<file path="src/rtl/pulse_timing_monitor_if.sv">
// Pulse-line monitor bundle: the monitored line plus the measurement results.
// The master side drives the line and observes results; the slave side is the monitor.
interface pulse_timing_monitor_if #(
  parameter int CNT_W = 26
);
  logic             sig_in;
  logic [CNT_W-1:0] high_cycles;
  logic [CNT_W-1:0] period_cycles;
  logic             meas_valid;
  logic             timeout;

  modport master (
    output sig_in,
    input  high_cycles,
    input  period_cycles,
    input  meas_valid,
    input  timeout
  );

  modport slave (
    input  sig_in,
    output high_cycles,
    output period_cycles,
    output meas_valid,
    output timeout
  );
endinterface

</file>
<file path="src/rtl/pulse_timing_monitor.sv">
// Measures high time and rise-to-rise period of an asynchronous pulse line in
// sys_clk cycles, strobing each complete measurement and flagging a stalled line.
module pulse_timing_monitor #(
  parameter int CNT_W   = 26,
  parameter int TIMEOUT = 4096
) (
  input logic                  sys_clk,
  input logic                  sys_rst,
  pulse_timing_monitor_if.slave mon
);

  typedef enum logic [1:0] {
    IDLE = 2'd0,
    HIGH = 2'd1,
    LOW  = 2'd2
  } state_t;

  localparam logic [CNT_W-1:0] TIMEOUT_CNT = CNT_W'(TIMEOUT);
  localparam logic [CNT_W-1:0] CNT_ONE     = CNT_W'(1);

  state_t           state_q, state_d;
  logic             sig_p0, sig_p1, sig_p2;
  logic             rise, fall;
  logic [CNT_W-1:0] cnt_q, cnt_d;
  logic [CNT_W-1:0] hi_lat_q, hi_lat_d;
  logic [CNT_W-1:0] high_q, high_d;
  logic [CNT_W-1:0] period_q, period_d;
  logic             vld_q, vld_d;
  logic             to_q, to_d;

  // Edges are taken from the last two synchronizer stages so they strictly alternate.
  assign rise = sig_p1 & ~sig_p2;
  assign fall = ~sig_p1 & sig_p2;

  always_ff @(posedge sys_clk) begin
    if (sys_rst) begin
      sig_p0   <= 1'b0;
      sig_p1   <= 1'b0;
      sig_p2   <= 1'b0;
      state_q  <= IDLE;
      cnt_q    <= '0;
      hi_lat_q <= '0;
      high_q   <= '0;
      period_q <= '0;
      vld_q    <= 1'b0;
      to_q     <= 1'b0;
    end else begin
      sig_p0   <= mon.sig_in;
      sig_p1   <= sig_p0;
      sig_p2   <= sig_p1;
      state_q  <= state_d;
      cnt_q    <= cnt_d;
      hi_lat_q <= hi_lat_d;
      high_q   <= high_d;
      period_q <= period_d;
      vld_q    <= vld_d;
      to_q     <= to_d;
    end
  end

  always_comb begin
    state_d  = state_q;
    cnt_d    = cnt_q;
    hi_lat_d = hi_lat_q;
    high_d   = high_q;
    period_d = period_q;
    vld_d    = 1'b0;
    to_d     = to_q;
    case (state_q)
      IDLE: begin
        if (rise) begin
          state_d = HIGH;
          cnt_d   = CNT_ONE;
        end
      end
      HIGH: begin
        cnt_d = cnt_q + CNT_ONE;
        if (fall) begin
          hi_lat_d = cnt_q;
          state_d  = LOW;
        end else if (cnt_q == TIMEOUT_CNT) begin
          to_d    = 1'b1;
          state_d = IDLE;
        end
      end
      LOW: begin
        cnt_d = cnt_q + CNT_ONE;
        if (rise) begin
          high_d   = hi_lat_q;
          period_d = cnt_q;
          vld_d    = 1'b1;
          to_d     = 1'b0;
          cnt_d    = CNT_ONE;
          state_d  = HIGH;
        end else if (cnt_q == TIMEOUT_CNT) begin
          to_d    = 1'b1;
          state_d = IDLE;
        end
      end
      default: begin
        state_d = IDLE;
      end
    endcase
  end

  assign mon.high_cycles   = high_q;
  assign mon.period_cycles = period_q;
  assign mon.meas_valid    = vld_q;
  assign mon.timeout       = to_q;

endmodule
</file>
<file path="src/flat_wrapper.sv">
// flat-port wrapper written by rule: the top's interface ports become plain ports
module pulse_timing_monitor_flat 
#(
  parameter int CNT_W   = 26,
  parameter int TIMEOUT = 4096
)
  (sys_clk, sys_rst, mon_sig_in, mon_high_cycles, mon_period_cycles, mon_meas_valid, mon_timeout);
  pulse_timing_monitor_if #(.CNT_W(CNT_W)) mon_i ();
  input logic sys_clk;
  input logic sys_rst;
  input wire logic [$bits(mon_i.sig_in)-1:0] mon_sig_in;
  output wire logic [$bits(mon_i.high_cycles)-1:0] mon_high_cycles;
  output wire logic [$bits(mon_i.period_cycles)-1:0] mon_period_cycles;
  output wire logic [$bits(mon_i.meas_valid)-1:0] mon_meas_valid;
  output wire logic [$bits(mon_i.timeout)-1:0] mon_timeout;
  assign mon_i.sig_in = mon_sig_in;
  assign mon_high_cycles = mon_i.high_cycles;
  assign mon_period_cycles = mon_i.period_cycles;
  assign mon_meas_valid = mon_i.meas_valid;
  assign mon_timeout = mon_i.timeout;
  pulse_timing_monitor #(.CNT_W(CNT_W), .TIMEOUT(TIMEOUT)) u_core (.sys_clk(sys_clk), .sys_rst(sys_rst), .mon(mon_i));
endmodule
</file>
<file path="config.mk">
export PLATFORM = sky130hd
export DESIGN_NAME = pulse_timing_monitor_flat
export DESIGN_NICKNAME = d
export VERILOG_FILES = /design/src/rtl/pulse_timing_monitor_if.sv /design/src/rtl/pulse_timing_monitor.sv /design/src/flat_wrapper.sv
export SDC_FILE = /design/constraint.sdc
export NUM_CORES = 1
export LEC_CHECK = 0
export CAP_MARGIN = 20
export CORE_MARGIN = 2
export CORE_UTILIZATION = 60
export CTS_BUF_LIST = sky130_fd_sc_hd__clkbuf_8
export CTS_CLUSTER_SIZE = 25
export DETAILED_ROUTE_END_ITERATION = 8
export DONT_BUFFER_PORTS = 1
export PLACE_DENSITY = 0.88
export SLEW_MARGIN = 0
export SYNTH_ARGS = -nofsm -noshare
export SYNTH_HDL_FRONTEND = slang
export SYNTH_SLANG_ARGS = --single-unit
</file>
<file path="constraint.sdc">
create_clock -name sys_clk -period 2.8 [get_ports sys_clk]
set_clock_uncertainty 0.1 [all_clocks]
set_input_delay 0.28 -clock sys_clk [delete_from_list [all_inputs] [get_ports sys_clk]]
set_output_delay 0.28 -clock sys_clk [all_outputs]
set_load 0.01 [all_outputs]
</file>
==> impl_metrics.ini, run 1 <==
[timing]
fin_crit_ps = 2340
worst_pin_slew_ps = 780
grt_setup_unrepaired = false
fin_crit_sh_pct = 83.6
setup-violations-final = 0
setup_tns_ps = 0
whs_ps = 21.5
drv_slew = 0
relSlewSlack_pct = 47.9
fin_ws_ps = 460
final-hold-violation-count = 0
fmax_ghz = 0.427

[setup_path]
rr_worst_depth = 7
r2r_start = u_core.state_q[1]$_SDFFE_PP0P_
critical_path_class = reg -> reg
rrSetupSlack_ps = 460
cp-start-kind = register
r2r-end = u_core.cnt_q[16]$_SDFFE_PP0P_
end_kind = register
arrival_ps = 2540
crit_required_ps = 3000
critPathMaxFanout = 11

[detailed_routing]
wl_met3_um = 705
vias_per_cell = 5.60
drt-wirelength-per-cell_um = 14.7
ant_nets = 0
top_layer_used = met4
routed_wirelength_um = 9450
met1_length_um = 4360
drc = 0
first_iter_violations = 240
first_pass_iters = 4
vias = 3596
wl_met2_um = 4300

[global_route]
grt_max_degree = 89
grt_pass1_vias = 3284
antenna_found_initial = 0
grt_usage_pct = 24.8
grt_pass1_wl_um = 15600
gr-total-overflow = 0

[clocking]
clock_latency_ps = 360
cts_tree = built
cts_htree_levels = 3
clk_path_buf_depth = 2
post-cts-setup-buffers = 0
cts.sink_count = 111
numCtsBuffers = 9
path_clk_slew_ps = 100
ctsRootBufferMaster = clkbuf_8

[final_layout]
fillers = 610
areaGrowthSynthToFinish_pct = 6.28
drive_gt1_share_pct = 6.08
insertedDiodeCount = 0
finalNonFillerCells = 642
final_nets = 548
finish.utilization_pct = 65.2
final_area_um2 = 4680

[place]
dp_slack_ps = 514
place_area_um2 = 4450
dp.cells = 625
portBuffers = 0
place_congestion = 0.924
dpl.hpwl_um = 6270

[floorplan]
fp.coreArea_um2 = 7180
start_util_pct = 61.3
chipWidth_um = 89.7
pin_count = 57
fp.dieArea_um2 = 8040
die_y_um = 89.7
std_cell_rows = 31

[outcome]
status = complete, no violations

[pwr]
pwr-share-seq_pct = 61.0
p_clk_share_pct = 36.2
power_mw = 2.60
p_per_area_nw_per_um2 = 556
internal_power_mw = 2.02
p_switching_mw = 0.585
leakagePower_nw = 1.47
p_sw_share_pct = 22.5
ir_drop_mv = 0.270
combinationalPowerShare_pct = 2.8

[synth]
synth_nets = 566
yosys_warnings = 0
ys_types = 41
seq_area_frac_synth_pct = 50.5
syn_area_per_cell_um2 = 7.90
syn_area_um2 = 4400
synth-seq-cells = 111
synthCells = 557

[worst_hold_path]
hold_depth = 2
hp-start = sys_rst
hold_path_end = u_core.cnt_q[5]$_SDFFE_PP0P_
hp-class = in -> reg

[run]
max-cap-violations = 0
[critical path, stage by stage, from the launching register on]
cell and delay (ps):
dfxtp_1 400, inv_1 100, ha_1 260, inv_1 120, o2111ai_1 400, nand2b_1 340, or4_1 400, a21oi_1 140
[registers in the layout, indices dropped and copies added, names as in the netlist]
signal,count
u_core.hi_lat_q,26
u_core.mon.period_cycles,26
u_core.sig_p2,1
u_core.mon.high_cycles,26
u_core.mon.timeout,1
u_core.state_q,2
u_core.sig_p1,1
u_core.sig_p0,1
u_core.mon.meas_valid,1
u_core.cnt_q,26
[layout by cell type, fill, tap and decap left out, types with 3 or more instances in the layout]
master | Yosys | routed
clkinvlp_4 | 0 | 4
or2_2 | 3 | 3
nand3_1 | 10 | 10
and4_1 | 5 | 5
or3_1 | 3 | 3
nor4b_1 | 3 | 3
buf_4 | 0 | 11
nor2_1 | 31 | 31
nand4_1 | 5 | 5
xor2_1 | 6 | 6
o21ai_0 | 7 | 7
nor4_1 | 9 | 9
nand2_1 | 171 | 171
ha_1 | 6 | 6
inv_1 | 9 | 9
xnor2_1 | 12 | 12
nor3_1 | 4 | 4
a21oi_1 | 91 | 91
clkbuf_8 | 0 | 9
nor2b_1 | 4 | 4
dfxtp_1 | 111 | 111
[area by class of cell]
cell class	instances	area, um^2	share of cell area [%]
Clock inverter	6	71.3	1.52
Multi-Input combinational cell	395	1980	42.4
Inverter	9	33.8	0.722
Tap cell	99	124	2.65
Sequential cell	111	2220	47.5
Clock buffer	9	124	2.65
Timing Repair Buffer	13	120	2.57
[Yosys cell counts]
master     count  area, um^2
buf_2          4        20.0
a21o_1         1        7.51
a2bb2oi_1      1        8.76
xor2_1         6        52.6
o21ai_0        7        35.0
nor3_1         4        20.0
xnor2_1       12         105
inv_1          9        33.8
o21ai_1        1        5.00
nor2_1        31         116
nand4_1        5        31.3
o2111ai_1      1        8.76
nand3_1       10        50.1
and2b_1        1        7.51
nand2b_1       2        12.5
a21oi_1       91         455
and2_1         1        6.26
and4_1         5        43.8
buf_1          2        7.51
a2111oi_4      1        27.5
nand2_1      171         642
nand3b_1       1        7.51
or3_1          3        18.8
o211ai_1       2        15.0
nor2b_1        4        25.0
a311oi_1       1        8.76
and3_1         2        12.5
clkbuf_1      36         135
or4_1          2        15.0
o41ai_1        2        17.5
nand2b_2       1        8.76
or4b_1         1        10.0
nor4b_1        3        26.3
a22o_1         1        8.76
o22ai_1        1        6.26
or2_2          3        18.8
nor4_1         9        56.3
ha_1           6        75.1
o21a_1         1        7.51
nand3_2        1        10.0
dfxtp_1      111        2220
[worst max path at each step]
stage                                              start                             to  slack [ps]  cells past startpoint
after floorplan           u_core.state_q[1]$_SDFFE_PP0P_  u_core.cnt_q[11]$_SDFFE_PP0P_         800                      6
after global placement    u_core.state_q[1]$_SDFFE_PP0P_  u_core.cnt_q[16]$_SDFFE_PP0P_         590                      7
after detailed placement  u_core.state_q[0]$_SDFFE_PP0P_  u_core.cnt_q[16]$_SDFFE_PP0P_         510                      7
after CTS                 u_core.state_q[0]$_SDFFE_PP0P_  u_core.cnt_q[16]$_SDFFE_PP0P_         480                      7
after global routing      u_core.state_q[0]$_SDFFE_PP0P_  u_core.cnt_q[16]$_SDFFE_PP0P_         260                      7
final                     u_core.state_q[1]$_SDFFE_PP0P_  u_core.cnt_q[16]$_SDFFE_PP0P_         460                      7
[routing by layer]
layer  up-vias  global-route usage [%]
met2       112                    38.4
met5         -                       0
met1      1666                    32.9
met3         7                    6.95
li1       1811                       -
met4         0                    9.77
[cells by family after synthesis]
group | after synthesis | synth area share [%]
AOI/OAI and AO/OA | 111 | 13.9
xor gates and xnor gates | 18 | 3.58
adders and majority gates | 6 | 1.71
buffers and inverters | 51 | 4.46
DFF | 111 | 50.5
and+or+nand+nor | 260 | 25.9
[what timing repair did]
| item | CTS | global route |
|---|---|---|
| setup endpoints to repair | 0 | 0 |
| gates resized for setup | 0 | 0 |
| hold buffers | 2 | 0 |
| hold endpoints to repair | 88 | 0 |
[power by group through the flow]
stage          Clock [mW]  Combinational [mW]  Sequential, mW
2_1_floorplan           0              0.0505            1.62
5_1_grt              1.02              0.0795            1.59
6_report            0.943              0.0725            1.59
3_5_place_dp            0              0.0481            1.62
4_1_cts             0.961              0.0720            1.59
3_3_place_gp            0              0.0477            1.62
Note: power is estimated with default switching activity, not from simulation.
==> run 2: changes to the inputs <==
Settings changed: CORE_UTILIZATION 60 to 59, PLACE_DENSITY 0.88 to 0.9.
Clock period 2.8 ns to 2 ns, I/O delays scaled along.
==> run 2 against run 1 <==
Setup slack worse by 420 ps. Critical path depth down 2. Sequential power up 40%. Global-route usage up 0.33 points. Highest routed layer unchanged.
==> impl_metrics.ini, run 2 (synthesis results as in run 1) <==
[clocking]
numCtsBuffers = 9
cts_htree_levels = 3
clock_latency_ps = 380
cts.sink_count = 111
path_clk_slew_ps = 100
cts_tree = built
ctsRootBufferMaster = clkbuf_8
clk_path_buf_depth = 2

[detailed_routing]
routed_wirelength_um = 10400
first_pass_iters = 5
met1_length_um = 4620
first_iter_violations = 452
drt-wirelength-per-cell_um = 15.4
vias_per_cell = 5.79
wl_met2_um = 4820
ant_nets = 0
top_layer_used = met4
drc = 0
vias = 3905
wl_met3_um = 671

[final_layout]
drive_gt1_share_pct = 13.4
final_cell_mix = nand2_1 (171), dfxtp_1 (107), a21oi_1 (91)
insertedDiodeCount = 0
final_common_cell = nand2_1
final_area_um2 = 5000
final_nets = 579
areaGrowthSynthToFinish_pct = 13.6
fillers = 560

[setup_path]
cp-startpoint = u_core.cnt_q[13]$_SDFFE_PP0P_
r2r-end = u_core.cnt_q[18]$_SDFFE_PP0P_
endpoint = u_core.cnt_q[18]$_SDFFE_PP0P_
end_kind = register
crit_required_ps = 2170
critPathMaxFanout = 8
arrival_ps = 2130
r2r_start = u_core.cnt_q[13]$_SDFFE_PP0P_
critical_path_class = reg -> reg
rrSetupSlack_ps = 40
cp-start-kind = register
rr_worst_depth = 5

[run]
max-cap-violations = 0

[place]
place_area_um2 = 4640
dpl.hpwl_um = 6840
place_congestion = 0.876
portBuffers = 0

[timing]
setup-violations-final = 0
whs_ps = 88.9
relSlewSlack_pct = 62.4
worst_pin_slew_ps = 562
fin_crit_sh_pct = 98.1
fmax_ghz = 0.510
final-hold-violation-count = 0
fin_crit_ps = 1960
drv_slew = 0

[global_route]
grt_usage_pct = 25.1
antenna_found_initial = 0
gr-total-overflow = 0
grt_max_degree = 87
grt_pass1_wl_um = 16900
grt_pass1_vias = 3650

[floorplan]
chipWidth_um = 90.4
start_util_pct = 60.7
pin_count = 57
fp.coreArea_um2 = 7250
std_cell_rows = 31
die_y_um = 90.4
fp.dieArea_um2 = 8170

[pwr]
p_switching_mw = 0.847
power_mw = 3.61
combinationalPowerShare_pct = 3.2
p_sw_share_pct = 23.5
ir_drop_mv = 0.403
internal_power_mw = 2.76
pwr-share-seq_pct = 61.6
p_clk_share_pct = 35.2
leakagePower_nw = 1.66
p_per_area_nw_per_um2 = 722

[outcome]
status = complete, no violations

[worst_hold_path]
hp-class = in -> reg
hp-start = sys_rst
[run 2: cell count changes in the layout (fill, tap and decap cells not counted), moves of 3 or more]
cell | before | now
nor4_2 | 0 | 5
dfxtp_2 | 0 | 3
nor4_1 | 9 | 3
dfxtp_1 | 111 | 107
dlygate4sd3_1 | 1 | 4
buf_4 | 11 | 37
[run 2: metal layers]
layer | track usage [%] | vias to the layer above
li1 | - | 1881
met1 | 33.5 | 1842
met2 | 39.2 | 151
met3 | 6.34 | 31
met4 | 10.3 | 0
met5 | 0 | -
[run 2: repair_timing]
item                       CTS  global route
gates resized for setup      3            16
hold buffers                 5             0
pin swaps                    0             3
setup endpoints to repair    2            15
setup buffers                0             3
hold endpoints to repair    88             0
[run 2: metrics by stage]
step | cells | setup WS (ps) | setup TNS [ps] | util (%)
global placement | 650 | 92.4 | 0 | 63.9
CTS | 671 | 5.78 | 0 | 67.6
detailed placement | 650 | 19.3 | 0 | 63.9
global route | 674 | -55.2 | -262 | 68.9
floorplan | 557 | 5.84 | 0 | -
finish | 674 | 38.8 | 0 | 68.9
[run 2: area by class of cell]
class                   instances  area (um^2)  share of cell area (%)
clock buffers                  10          138                    2.75
clock inverters                 6         52.6                    1.05
inverters                       9         33.8                   0.676
multi-input cells             395         2060                    41.1
flip-flops and latches        111         2230                    44.6
well taps                      99          124                    2.48
repair buffers                 44          368                    7.36
[run 2: power groups by stage]
stage	clock (mW)	combinational [mW]	sequential (mW)
2_1_floorplan	0	0.0711	2.27
3_3_place_gp	0	0.0720	2.27
3_5_place_dp	0	0.0735	2.27
4_1_cts	1.29	0.110	2.22
5_1_grt	1.38	0.128	2.22
6_report	1.27	0.117	2.22
[run 2: worst min-delay path by stage]
stage / end / slack [ps] / cells past startpoint
after global placement: u_core.hi_lat_q[10]$_SDFFE_PP0P_ / 180 / 1
after floorplan: u_core.sig_p0$_SDFF_PP0_ / 230 / 1
after global routing: u_core.cnt_q[25]$_SDFFE_PP0P_ / 100 / 3
final: u_core.cnt_q[25]$_SDFFE_PP0P_ / 90 / 3
after CTS: u_core.cnt_q[25]$_SDFFE_PP0P_ / 70 / 3
after detailed placement: u_core.mon.high_cycles[8]$_SDFFE_PP0P_ / 180 / 1
[run 2: critical path: stages (launching register included)]
cell     delay, ps
dfxtp_1        440
and4_1         250
nand3_1        400
nor3_1         440
xnor2_1        170
nor2_1          70
